`src/rtl/freq_meter_pkg.sv`:
```
// Shared constants and types for the frequency-meter datapath.
package freq_meter_pkg;

  // Bytes carried by one measurement frame on the byte-wide stream.
  localparam int BYTES_PER_FRAME = 4;
  localparam int BEAT_W          = $clog2(BYTES_PER_FRAME);

  // Component IDs carried on tid.
  localparam logic [7:0] MEAS_CORE_ID = 8'h31;
  localparam logic [7:0] DATA_MEM_ID  = 8'h7A;

  typedef enum logic {IDLE, SEND} tx_state_t;

endpackage

```
`src/rtl/axi_if.sv`:
```
// Byte-wide AXI-stream link with a component-ID side channel.
interface axi_if;
  logic [7:0] tdata;
  logic [7:0] tid;
  logic       tvalid;
  logic       tready;
  logic       tlast;

  modport master (output tdata, tid, tvalid, tlast, input tready);
  modport slave  (input tdata, tid, tvalid, tlast, output tready);
endinterface

```
`src/rtl/sync_fifo.sv`:
```
// Single-clock first-word-fall-through FIFO; pushes into a full FIFO are ignored.
module sync_fifo #(
  parameter int WIDTH = 32,
  parameter int DEPTH = 4
) (
  input  logic             clk,
  input  logic             rst,
  input  logic             push,
  input  logic             pop,
  input  logic [WIDTH-1:0] din,
  output logic [WIDTH-1:0] dout,
  output logic             full,
  output logic             empty
);
  localparam int AW = $clog2(DEPTH);

  logic [WIDTH-1:0] mem_q [DEPTH];
  logic [AW-1:0]    wr_ptr_q, wr_ptr_d, rd_ptr_q, rd_ptr_d;
  logic [AW:0]      count_q, count_d;
  logic             do_push, do_pop;

  // Flags decode the registered count, so they never see this cycle's push/pop.
  assign full  = (count_q == (AW+1)'(DEPTH));
  assign empty = (count_q == '0);
  assign dout  = mem_q[rd_ptr_q];

  // Pointer and occupancy update; pointers wrap naturally (DEPTH is a power of two).
  always_comb begin
    do_push  = push && !full;
    do_pop   = pop && !empty;
    wr_ptr_d = do_push ? wr_ptr_q + AW'(1) : wr_ptr_q;
    rd_ptr_d = do_pop  ? rd_ptr_q + AW'(1) : rd_ptr_q;
    count_d  = count_q + (AW+1)'(do_push) - (AW+1)'(do_pop);
  end

  // Control state; reset empties the FIFO, storage contents are don't-care.
  always_ff @(posedge clk or posedge rst) begin
    if (rst) begin
      wr_ptr_q <= '0;
      rd_ptr_q <= '0;
      count_q  <= '0;
    end else begin
      wr_ptr_q <= wr_ptr_d;
      rd_ptr_q <= rd_ptr_d;
      count_q  <= count_d;
    end
  end

  // Storage write.
  always_ff @(posedge clk) begin
    if (do_push) mem_q[wr_ptr_q] <= din;
  end

endmodule

```
`src/rtl/meas_frame_tx.sv`:
```
// Buffers 32-bit measurement results and sends each as a 4-beat MSB-first
// byte frame tagged with DEST_ID; tlast marks the final beat.
module meas_frame_tx
  import freq_meter_pkg::*;
#(
  parameter logic [7:0] DEST_ID    = DATA_MEM_ID,
  parameter int         FIFO_DEPTH = 4,
  parameter int         CNT_WIDTH  = 8
) (
  input  logic                 clk,
  input  logic                 rst,
  input  logic [31:0]          meas_data,
  input  logic                 meas_valid,
  axi_if.master                axi,
  output logic [CNT_WIDTH-1:0] ovf_cnt,
  output logic                 busy
);
  localparam logic [BEAT_W-1:0] LAST_BEAT = BEAT_W'(BYTES_PER_FRAME - 1);

  logic        fifo_full, fifo_empty, fifo_pop;
  logic [31:0] fifo_dout;

  tx_state_t            state_q, state_d;
  logic [31:0]          shreg_q, shreg_d;
  logic [BEAT_W-1:0]    beat_q, beat_d;
  logic                 tvalid_q, tvalid_d;
  logic                 tlast_q, tlast_d;
  logic [CNT_WIDTH-1:0] ovf_q, ovf_d;
  logic                 hs;

  sync_fifo #(.WIDTH(32), .DEPTH(FIFO_DEPTH)) u_fifo (
    .clk   (clk),
    .rst   (rst),
    .push  (meas_valid),
    .pop   (fifo_pop),
    .din   (meas_data),
    .dout  (fifo_dout),
    .full  (fifo_full),
    .empty (fifo_empty)
  );

  assign hs = tvalid_q && axi.tready;

  // Frame sequencing: load a result, shift one byte out per handshake,
  // chain straight into the next result when one is already waiting.
  always_comb begin
    state_d  = state_q;
    shreg_d  = shreg_q;
    beat_d   = beat_q;
    tvalid_d = tvalid_q;
    fifo_pop = 1'b0;
    case (state_q)
      IDLE: begin
        if (!fifo_empty) begin
          fifo_pop = 1'b1;
          shreg_d  = fifo_dout;
          beat_d   = '0;
          tvalid_d = 1'b1;
          state_d  = SEND;
        end
      end
      SEND: begin
        if (hs) begin
          if (beat_q == LAST_BEAT) begin
            if (!fifo_empty) begin
              fifo_pop = 1'b1;
              shreg_d  = fifo_dout;
              beat_d   = '0;
            end else begin
              tvalid_d = 1'b0;
              beat_d   = '0;
              state_d  = IDLE;
            end
          end else begin
            shreg_d = {shreg_q[23:0], 8'h00};
            beat_d  = beat_q + BEAT_W'(1);
          end
        end
      end
      default: state_d = IDLE;
    endcase
    tlast_d = tvalid_d && (beat_d == LAST_BEAT);
  end

  // Dropped-result counter, saturating so it never wraps back to a small value.
  always_comb begin
    ovf_d = ovf_q;
    if (meas_valid && fifo_full && (ovf_q != '1)) ovf_d = ovf_q + CNT_WIDTH'(1);
  end

  // Sequencer and counter registers; reset abandons any frame in flight.
  always_ff @(posedge clk or posedge rst) begin
    if (rst) begin
      state_q  <= IDLE;
      shreg_q  <= '0;
      beat_q   <= '0;
      tvalid_q <= 1'b0;
      tlast_q  <= 1'b0;
      ovf_q    <= '0;
    end else begin
      state_q  <= state_d;
      shreg_q  <= shreg_d;
      beat_q   <= beat_d;
      tvalid_q <= tvalid_d;
      tlast_q  <= tlast_d;
      ovf_q    <= ovf_d;
    end
  end

  assign axi.tdata  = shreg_q[31:24];
  assign axi.tid    = DEST_ID;
  assign axi.tvalid = tvalid_q;
  assign axi.tlast  = tlast_q;
  assign ovf_cnt    = ovf_q;
  assign busy       = !fifo_empty || (state_q == SEND);

endmodule

```
`src/flat_wrapper.sv`:
```
// flat-port wrapper written by rule: the top's interface ports become plain ports
module meas_frame_tx_flat import freq_meter_pkg::*;
#(
  parameter logic [7:0] DEST_ID    = DATA_MEM_ID,
  parameter int         FIFO_DEPTH = 4,
  parameter int         CNT_WIDTH  = 8
)
  (clk, rst, meas_data, meas_valid, ovf_cnt, busy, axi_tdata, axi_tid, axi_tvalid, axi_tlast, axi_tready);
  axi_if axi_i ();
  input  logic clk;
  input  logic rst;
  input  logic [31:0] meas_data;
  input  logic meas_valid;
  output logic [CNT_WIDTH-1:0] ovf_cnt;
  output logic busy;
  output wire logic [$bits(axi_i.tdata)-1:0] axi_tdata;
  output wire logic [$bits(axi_i.tid)-1:0] axi_tid;
  output wire logic [$bits(axi_i.tvalid)-1:0] axi_tvalid;
  output wire logic [$bits(axi_i.tlast)-1:0] axi_tlast;
  input wire logic [$bits(axi_i.tready)-1:0] axi_tready;
  assign axi_tdata = axi_i.tdata;
  assign axi_tid = axi_i.tid;
  assign axi_tvalid = axi_i.tvalid;
  assign axi_tlast = axi_i.tlast;
  assign axi_i.tready = axi_tready;
  meas_frame_tx #(.DEST_ID(DEST_ID), .FIFO_DEPTH(FIFO_DEPTH), .CNT_WIDTH(CNT_WIDTH)) u_core (.clk(clk), .rst(rst), .meas_data(meas_data), .meas_valid(meas_valid), .axi(axi_i), .ovf_cnt(ovf_cnt), .busy(busy));
endmodule
```
`config.mk`:
```
export PLATFORM = sky130hd
export DESIGN_NAME = meas_frame_tx_flat
export DESIGN_NICKNAME = d
export VERILOG_FILES = /design/src/rtl/freq_meter_pkg.sv /design/src/rtl/axi_if.sv /design/src/rtl/sync_fifo.sv /design/src/rtl/meas_frame_tx.sv /design/src/flat_wrapper.sv
export SDC_FILE = /design/constraint.sdc
export NUM_CORES = 1
export LEC_CHECK = 0
export CORE_ASPECT_RATIO = 0.5
export CORE_MARGIN = 2
export CORE_UTILIZATION = 48
export CTS_BUF_LIST = sky130_fd_sc_hd__clkbuf_8
export DETAILED_ROUTE_END_ITERATION = 10
export PLACE_DENSITY = 0.68
export SLEW_MARGIN = 40
export SYNTH_ARGS = -nofsm -noshare
export SYNTH_HDL_FRONTEND = slang
export SYNTH_SLANG_ARGS = --single-unit
```
`constraint.sdc`:
```
create_clock -name clk -period 4 [get_ports clk]
set_input_delay 0.8 -clock clk [delete_from_list [all_inputs] [get_ports clk]]
set_output_delay 0.8 -clock clk [all_outputs]
set_load 0.1 [all_outputs]
```
After elaboration in Yosys (flattened, before gate mapping) --
Memory sizes are Yosys's and may differ from the RTL's. Index checks and enable logic that the tools add are counted. Widths: inputs -> output; s select.
Storage, ports and cells: register bits after elaboration 52, memory bits (writable) 128, input bits 36, output and inout bits 27, word-level logic and storage cells 54, memories 1
Operators by class: $add $sub $neg 6, equality and inequality tests 5, muxes and demuxes 22, bitwise gates (word level) 1, reduce and logical (&&, ||, !) cells 10
Memory list:
- u_core.u_fifo.mem_q | depth 4, width 32, rd ports 1, clocked after memory_dff 0, wr ports 1, RTL line sync_fifo.sv:17 | logic [WIDTH-1:0] mem_q [DEPTH];
Operators with widths (number):
- $mux 32 | 3
- $pmux 32 s2 | 1
- $mux 1 | 11
- $add 8x1->8 const B | 1
- $ne 8x8->1 const B | 1
- $add 2x1->2 const B | 3
- $logic_and 1x1->1 | 6
- $mux 2 | 3
- $pmux 1 s2 | 3
- $eq 2x2->1 const B | 2
- $pmux 2 s2 | 1
- $add 3x1->3 | 1
- $eq 3x3->1 const B | 1
- $logic_not 3->1 | 1
- $sub 3x1->3 | 1
- $logic_not 1->1 | 2
- $ne 2x2->1 const B | 1
- $logic_or 1x1->1 | 1
- $not 1->1 | 1

Depth between registers and ports, before layout --
Gate-level depths: netlist (run 1).
depth in word-level cells 7, gate-level depth with buffers 11, mapped depth without buffers 10

Cells and area by module --
Synthesis (run 1) repeated with hierarchy kept, for this count alone.
Unflattened totals: cells, all modules 420, area total of the unflattened synthesis 7258.2 um^2
By module, submodules not included:
- sync_fifo | instances 1, cells each 210, area an instance 5142.4 um^2, seq. area each 4018.9 um^2
- meas_frame_tx | instances 1, cells each 210, area an instance 2115.8 um^2, seq. area each 1126.1 um^2

Least setup slack after synthesis (run 1) --
OpenSTA, ideal clock, no wires.
path kind register to register, start register u_core.tvalid_q (netlist: u_core.axi.tvalid), end register u_core.u_fifo.count_q[2], setup time 0.129 ns, arrival 2.793 ns, data required time 3.871 ns, slack 1.077 ns, cell stages (with the launch flop) 11, buffers on the path 1, clock period less this slack 2.923 ns, cells stage by stage dfrtp_1 -> nand3_1 -> a21oi_2 -> buf_6 -> ha_1 -> inv_1 -> ha_1 -> inv_1 -> fa_1 -> xnor2_1 -> xnor2_1
On the way: cells in the longest elaborated chain, start to end 5
Ends and longest elaborated chain:
- from (decl) | RTL line meas_frame_tx.sv:26 | logic tvalid_q, tvalid_d;
- from (signal assigned) | RTL line meas_frame_tx.sv:104 | tvalid_q <= tvalid_d;
- $logic_and 1x1->1 | RTL line meas_frame_tx.sv:42 | assign hs = tvalid_q && axi.tready;
- $mux 1 | RTL line meas_frame_tx.sv:63 | if (hs) begin
- $pmux 1 s2 | RTL line meas_frame_tx.sv:52 | case (state_q)
- $logic_and 1x1->1 | RTL line sync_fifo.sv:30 | do_pop = pop && !empty;
- via u_core.u_fifo.do_pop | RTL line sync_fifo.sv:20 | logic do_push, do_pop;
- $sub 3x1->3 | RTL line sync_fifo.sv:33 | count_d = count_q + (AW+1)'(do_push) - (AW+1)'(do_pop);
- via u_core.u_fifo.count_d[2] | RTL line sync_fifo.sv:19 | logic [AW:0] count_q, count_d;
- to (signal assigned) | RTL line sync_fifo.sv:45 | count_q <= count_d;
- to (decl) | RTL line sync_fifo.sv:19
The timed path passes the listed nets, and every way through them passes these cells. A chain may end at the register's enable or synchronous reset.

Worst setup path in the final report (run 1) --
start register u_core.u_fifo.count_q[2], end output busy
On the way: cells in the longest elaborated chain, start to end 3
Ends and longest elaborated chain:
- $logic_not 3->1 | RTL line sync_fifo.sv:24 | assign empty = (count_q == '0);
- $logic_not 1->1
- $logic_or 1x1->1 | RTL line meas_frame_tx.sv:115 | assign busy = !fifo_empty || (state_q == SEND);
- to (decl) | RTL line flat_wrapper.sv:15 | output logic busy;
No other way between the ends.

==> summary.txt, run 1 <==
Run status
  – Status: completed

Finish
  – Share of cells above drive strength 1: 0.260
  – FILL cells: 1134
  – # diodes: 0
  – Commonest non-fill, non-tap cell in the layout: edfxtp_1
  – Final #Nets: 505
  – Most frequent cells in the layout: edfxtp_1 (128), nand2_1 (59), dfrtp_1 (50)
  – Design Area, Final: 0.00822 sq mm
  – Synthesis-to-finish area growth: 13.0%

Clocking
  – H-tree Lvls: 4
  – Post-CTS Setup Bufs: 0
  – CTS tree: yes
  – Worst-path clk slew: 100 ps
  – Total clock sinks: 180
  – Clk_lat worst skew: 440 ps
  – # hold bufs at CTS: 0
  – Root Driver: clkbuf_8
  – CTS resizes: 0
  – Total CTS buffers: 17
  – Clk buf depth: 2

Job
  – Max-Cap Viols: 0

Global routing
  – First-pass GRT wire length: 19.8 mm
  – Largest net degree at the start of global routing: 35
  – GRT Residual Overflow: 0
  – Initial antenna violation count: 0
  – Number of global-route vias before repair: 3687
  – GRT Total Usage: 0.163

Placed design
  – HPWL after detailed placement: 7.27 mm
  – RePlAce Congestion: 0.759
  – IO buf count: 54
  – Dpl ws: 1120 ps
  – Dpl cell area: 0.00783 sq mm

Timing
  – Final setup fails: 0
  – Final Cycle Share: 0.627
  – Setup WS post-layout: 1490 ps
  – Final TNS setup: 0 ps
  – Clk_skew: 13.3 ps
  – Hold WS: 478 ps
  – Pins Over Slew Limit: 0
  – Fin crit period: 2510 ps
  – Slew margin rel.: 0.592
  – RSZ-0062 raised after global routing: false
  – Final-report hold violation count: 0
  – Slew @ Worst Pin: 611 ps
  – Fmax: 399 MHz

Floorplanning
  – I/O pin count: 63
  – Die area: 0.0162 sq mm
  – Die H: 91.1 um
  – Chip width: 178 um
  – Core Region: 0.0146 sq mm
  – Starting Density: 0.498
  – Site Rows: 31

Min path
  – Hold_sp: u_core.shreg_q[0]$_DFFE_PP0P_
  – Hold crit path type: reg2reg
  – Hold path depth: 2
  – WHS Endpoint: u_core.shreg_q[8]$_DFFE_PP0P_

Drt
  – Number of vias per cell: 5.27
  – Drc violations: 0
  – Wirelength, routed: 12.1 mm
  – Avg WL per Cell: 18.1 um
  – Via count: 3535
  – Iteration-0 DRC Markers: 171
  – Final ANT Viol Nets: 0
  – Number of iterations in the first detailed-routing pass: 5

Worst setup path
  – Cell count of the worst reg-to-reg path: 10
  – WP data required: 3200 ps
  – Worst R2R End: u_core.u_fifo.count_q[2]$_DFF_PP0_
  – Crit path DAT: 1710 ps
  – Crit start category: flip-flop
  – Reg2reg start: u_core.beat_q[0]$_DFF_PP0_
  – Critical path class: reg2out
  – Worst-path fanout max: 6
  – Worst Setup End Kind: output pin
  – R2R setup slack: 1760 ps

Synthesis
  – Count of cell types in the netlist: 36
  – Register area share after synthesis: 0.707
  – Number of synthesized flops with an enable pin: 128
  – Most used flip-flop cell after synthesis: edfxtp_1
  – YS warnings: 0
  – Mapped cell area: 0.00728 sq mm
  – Mapped Avg Cell Area: 18.0 sq um
  – Post-synth ARST share: 0.289
  – #FFs+latches synth: 180
  – Mapped Cells: 405

Pwr
  – LEAKAGE: 3.11 nW
  – Worst vdd ir: 0.000378 V
  – PD cells: 716 mW/mm^2
  – Tot Pwr: 5.89 mW
## how the worst max path moves through the flow
stage	cells past startpoint	end	from
after floorplan	10	u_core.u_fifo.count_q[2]$_DFF_PP0_	u_core.axi.tvalid$_DFF_PP0_
after global placement	10	u_core.u_fifo.count_q[2]$_DFF_PP0_	axi_tready
after detailed placement	10	u_core.u_fifo.count_q[2]$_DFF_PP0_	axi_tready
after CTS	3	busy	u_core.u_fifo.count_q[2]$_DFF_PP0_
after global routing	3	busy	u_core.u_fifo.count_q[2]$_DFF_PP0_
final	3	busy	u_core.u_fifo.count_q[2]$_DFF_PP0_
## through the flow
stage               instances   util
CTS                       671  0.562
finish                    671  0.562
global placement          638  0.540
detailed placement        639  0.535
floorplan                 411      -
global route              671  0.562
## area by class of cell
cell class              instances  area, sq um  area share
inverters                       9         35.0     0.00426
repair buffers                 63          533      0.0648
clock buffers                  17          234      0.0285
flip-flops and latches        180         5150       0.626
clock inverters                15          160      0.0195
well taps                     198          248      0.0301
multi-input cells             189         1860       0.226
## state kept, by name, summed over array words and instances (netlist names)
name	count
u_core.u_fifo.mem_q	128
u_core.u_fifo.rd_ptr_q	2
u_core.axi.tlast	1
u_core.state_q	1
u_core.beat_q	2
u_core.axi.tvalid	1
u_core.u_fifo.count_q	3
u_core.shreg_q	32
u_core.u_fifo.wr_ptr_q	2
u_core.ovf_cnt	8
## routing by layer
| layer | wire length (um) | part of all wire | vias to the layer above | global-route usage |
|---|---|---|---|---|
| met5 | 0 | 0 | - | 0 |
| met4 | 57 | 0.0047 | 0 | 0.0451 |
| met3 | 407 | 0.034 | 4 | 0.0389 |
| met2 | 5850 | 0.48 | 67 | 0.259 |
| met1 | 5800 | 0.48 | 1835 | 0.227 |
| li1 | - | - | 1629 | - |
## power breakdown
part | switching, mW | internal (mW)
sequential | 0.349 | 2.50
clock | 0.693 | 0.521
combinational | 1.09 | 0.735
## worst max-delay path, cell delays in order (launching register included)
cell     delay (ps)
dfrtp_1         480
nor3_4          370
nand2_1         120
buf_2           300
## kinds of logic after synthesis
group	count (synthesis)	share of synthesized area
adders and majority gates	9	0.0165
DFF	180	0.707
AOI/OAI and AO/OA	38	0.0598
other	2	0.00103
and+or+nand+nor	84	0.0495
muxes	38	0.109
xor gates and xnor gates	12	0.0155
buffers and inverters	42	0.0413
## cell usage after synthesis (2+ instances only)
master,count,area [sq um]
xor2_1,6,52.6
buf_4,16,120
mux4_1,3,78.8
mux2i_1,4,40.0
xnor2_1,5,43.8
a21oi_1,2,10.0
buf_6,10,113
a22oi_2,24,300
mux4_2,29,653
ha_1,8,100
nand2_1,59,221
and3_1,5,31.3
nor3_1,3,15.0
inv_1,9,33.8
nor2_1,7,26.3
a22o_1,7,61.3
buf_2,6,30.0
dfrtp_1,52,1300
edfxtp_1,128,3840
conb_1,2,7.51
nand3_1,5,25.0
Note: power is estimated with default switching activity, not from simulation.
==> run 2: changes to the inputs <==
clock period = 2.6 ns   (was 4 ns; I/O delays follow)
==> run 2 against run 1 <==
  * Combinational power up 69%
  * Highest routed layer unchanged
  * Largest power group unchanged
  * Non-clock buffer count up 4
  * Largest cell class unchanged
  * Clock-buffer cell count did not move
  * Wire length increased by 2.0%
  * Total power is 56% higher
  * Critical path depth up 7
  * Hold slack worse by 57 ps
  * Cell count up 0.60%
  * Sequential power grew 47%
  * Utilization is 0.83 points higher
  * Sequential share of layout area shrank 0.94 points
  * Via count increased by 1.1%
==> summary.txt, run 2 (synthesized netlist as in run 1, its figures left out) <==
Global routing
  – GRT Total Usage: 0.166
  – First-pass GRT wire length: 20.0 mm
  – GRT Residual Overflow: 0
  – Largest net degree at the start of global routing: 53
  – Number of global-route vias before repair: 3717
  – Initial antenna violation count: 0

Timing
  – Slew margin rel.: 0.622
  – Final setup fails: 0
  – Fmax: 450 MHz
  – RSZ-0062 raised after global routing: false
  – Final Cycle Share: 0.855
  – Final-report hold violation count: 0
  – Slew @ Worst Pin: 567 ps
  – Clk_skew: 12.3 ps
  – Pins Over Slew Limit: 0
  – Fin crit period: 2220 ps

Pwr
  – Tot Pwr: 9.17 mW
  – Seq pwr share: 0.457
  – PD cells: 1100 mW/mm^2
  – Sw Share: 0.360
  – Worst vdd ir: 0.000537 V
  – P_sw: 3.30 mW
  – Combinational group share of total power: 0.338
  – Pint: 5.87 mW
  – Clock share of power: 0.205
  – LEAKAGE: 3.14 nW

Min path
  – Hold crit path type: in2async

Floorplanning
  – Starting Density: 0.498
  – I/O pin count: 63
  – Chip width: 178 um
  – Site Rows: 31
  – Die H: 91.1 um
  – Die area: 0.0162 sq mm
  – Core Region: 0.0146 sq mm

Clocking
  – CTS resizes: 0
  – Post-CTS Setup Bufs: 0
  – Clk_lat worst skew: 440 ps
  – CTS tree: yes
  – # hold bufs at CTS: 0
  – Clk buf depth: 2
  – Worst-path clk slew: 100 ps
  – H-tree Lvls: 4
  – Total clock sinks: 180
  – Root Driver: clkbuf_8
  – Total CTS buffers: 17

Placed design
  – HPWL after detailed placement: 7.23 mm
  – RePlAce Congestion: 0.746
  – IO buf count: 54

Worst setup path
  – Crit start category: flip-flop
  – Worst Setup End Kind: flip-flop
  – WP data required: 2970 ps
  – Crit path DAT: 2590 ps
  – Worst-path fanout max: 5
  – Critical path class: reg2reg

Finish
  – Synthesis-to-finish area growth: 14.7%
  – Register Area: 0.00515 sq mm
  – Share of cells above drive strength 1: 0.264
  – Fin util: 0.570
  – Area of the multi-input gates: 0.00186 sq mm
  – Largest register FFs: 128
  – Most frequent cells in the layout: edfxtp_1 (128), nand2_1 (59), dfrtp_1 (50)
  – Final #Nets: 509
  – Most flop-heavy register: u_core.u_fifo.mem_q
  – FILL cells: 1122
  – Commonest non-fill, non-tap cell in the layout: edfxtp_1
  – # diodes: 0

Drt
  – Drc violations: 0
  – Iteration-0 DRC Markers: 303
  – Number of vias per cell: 5.30
  – Wirelength, routed: 12.4 mm
  – Number of iterations in the first detailed-routing pass: 4
  – Avg WL per Cell: 18.3 um
  – Via count: 3575
  – Final ANT Viol Nets: 0

Job
  – Max-Cap Viols: 0

Run status
  – Status: completed
[run 2: power by group through the flow]
stage	logic (mW)	registers, mW	clock network, mW
floorplan	2.33	4.42	0
CTS	3.17	4.20	1.94
global route	3.34	4.27	2.07
finish	3.10	4.19	1.88
detailed placement	3.16	4.26	0
global placement	3.12	4.23	0
[run 2: final timing paths]
check / slack (ps) / endpoint / start / cells after the start
max: 380 / u_core.u_fifo.count_q[2]$_DFF_PP0_ / u_core.u_fifo.count_q[1]$_DFF_PP0_ / 10
min: 420 / u_core.shreg_q[16]$_DFFE_PP0P_ / rst / 3
max reg2reg: 380 / u_core.u_fifo.count_q[2]$_DFF_PP0_ / u_core.u_fifo.count_q[1]$_DFF_PP0_ / 10
min reg2reg: 490 / u_core.shreg_q[14]$_DFFE_PP0P_ / u_core.shreg_q[6]$_DFFE_PP0P_ / 2
max in group asynchronous: 1900 / u_core.u_fifo.rd_ptr_q[0]$_DFFE_PP0P_ / rst / 3
min in group clk: 490 / u_core.shreg_q[14]$_DFFE_PP0P_ / u_core.shreg_q[6]$_DFFE_PP0P_ / 2
[run 2: layer usage]
layer,vias up,share of wire,GRT usage
li1,1633,-,-
met5,-,0,0
met1,1856,0.45,0.227
met3,4,0.056,0.0415
met4,0,0.0053,0.0505
met2,82,0.49,0.265
[run 2: cell type report]
| type | count | area share |
|---|---|---|
| clock buffers | 17 | 0.0280 |
| repair buffers | 67 | 0.0783 |
| flip-flops and latches | 180 | 0.617 |
| well taps | 198 | 0.0297 |
| clock inverters | 15 | 0.0198 |
| inverters | 9 | 0.00405 |
| multi-input cells | 189 | 0.223 |
[run 2: metrics by stage]
step	worst slack, ps	hold slack (ps)	std cells	TNS (ps)	instance area (sq um)
floorplan	17.2	438	411	0	7310
global placement	21.8	451	643	0	7940
global route	166	437	675	0	8340
detailed placement	-18.2	464	643	-18.2	7940
CTS	352	425	675	0	8340
finish	377	421	675	0	8340
[run 2: worst max-delay path, stage by stage, from the launching register on]
cell	delay (ps)
dfrtp_1	490
nor2_2	210
nand2_1	140
nand2_1	140
ha_1	240
inv_1	60
ha_1	130
inv_1	50
fa_1	390
xnor2_1	190
xnor2_1	130
==> run 3: changes to the inputs <==
ABC_CLOCK_PERIOD_IN_PS = 2600   (was not set)
==> results of run 3 <==
No change in the layout: final DEF, timing and power equal those of run 2.
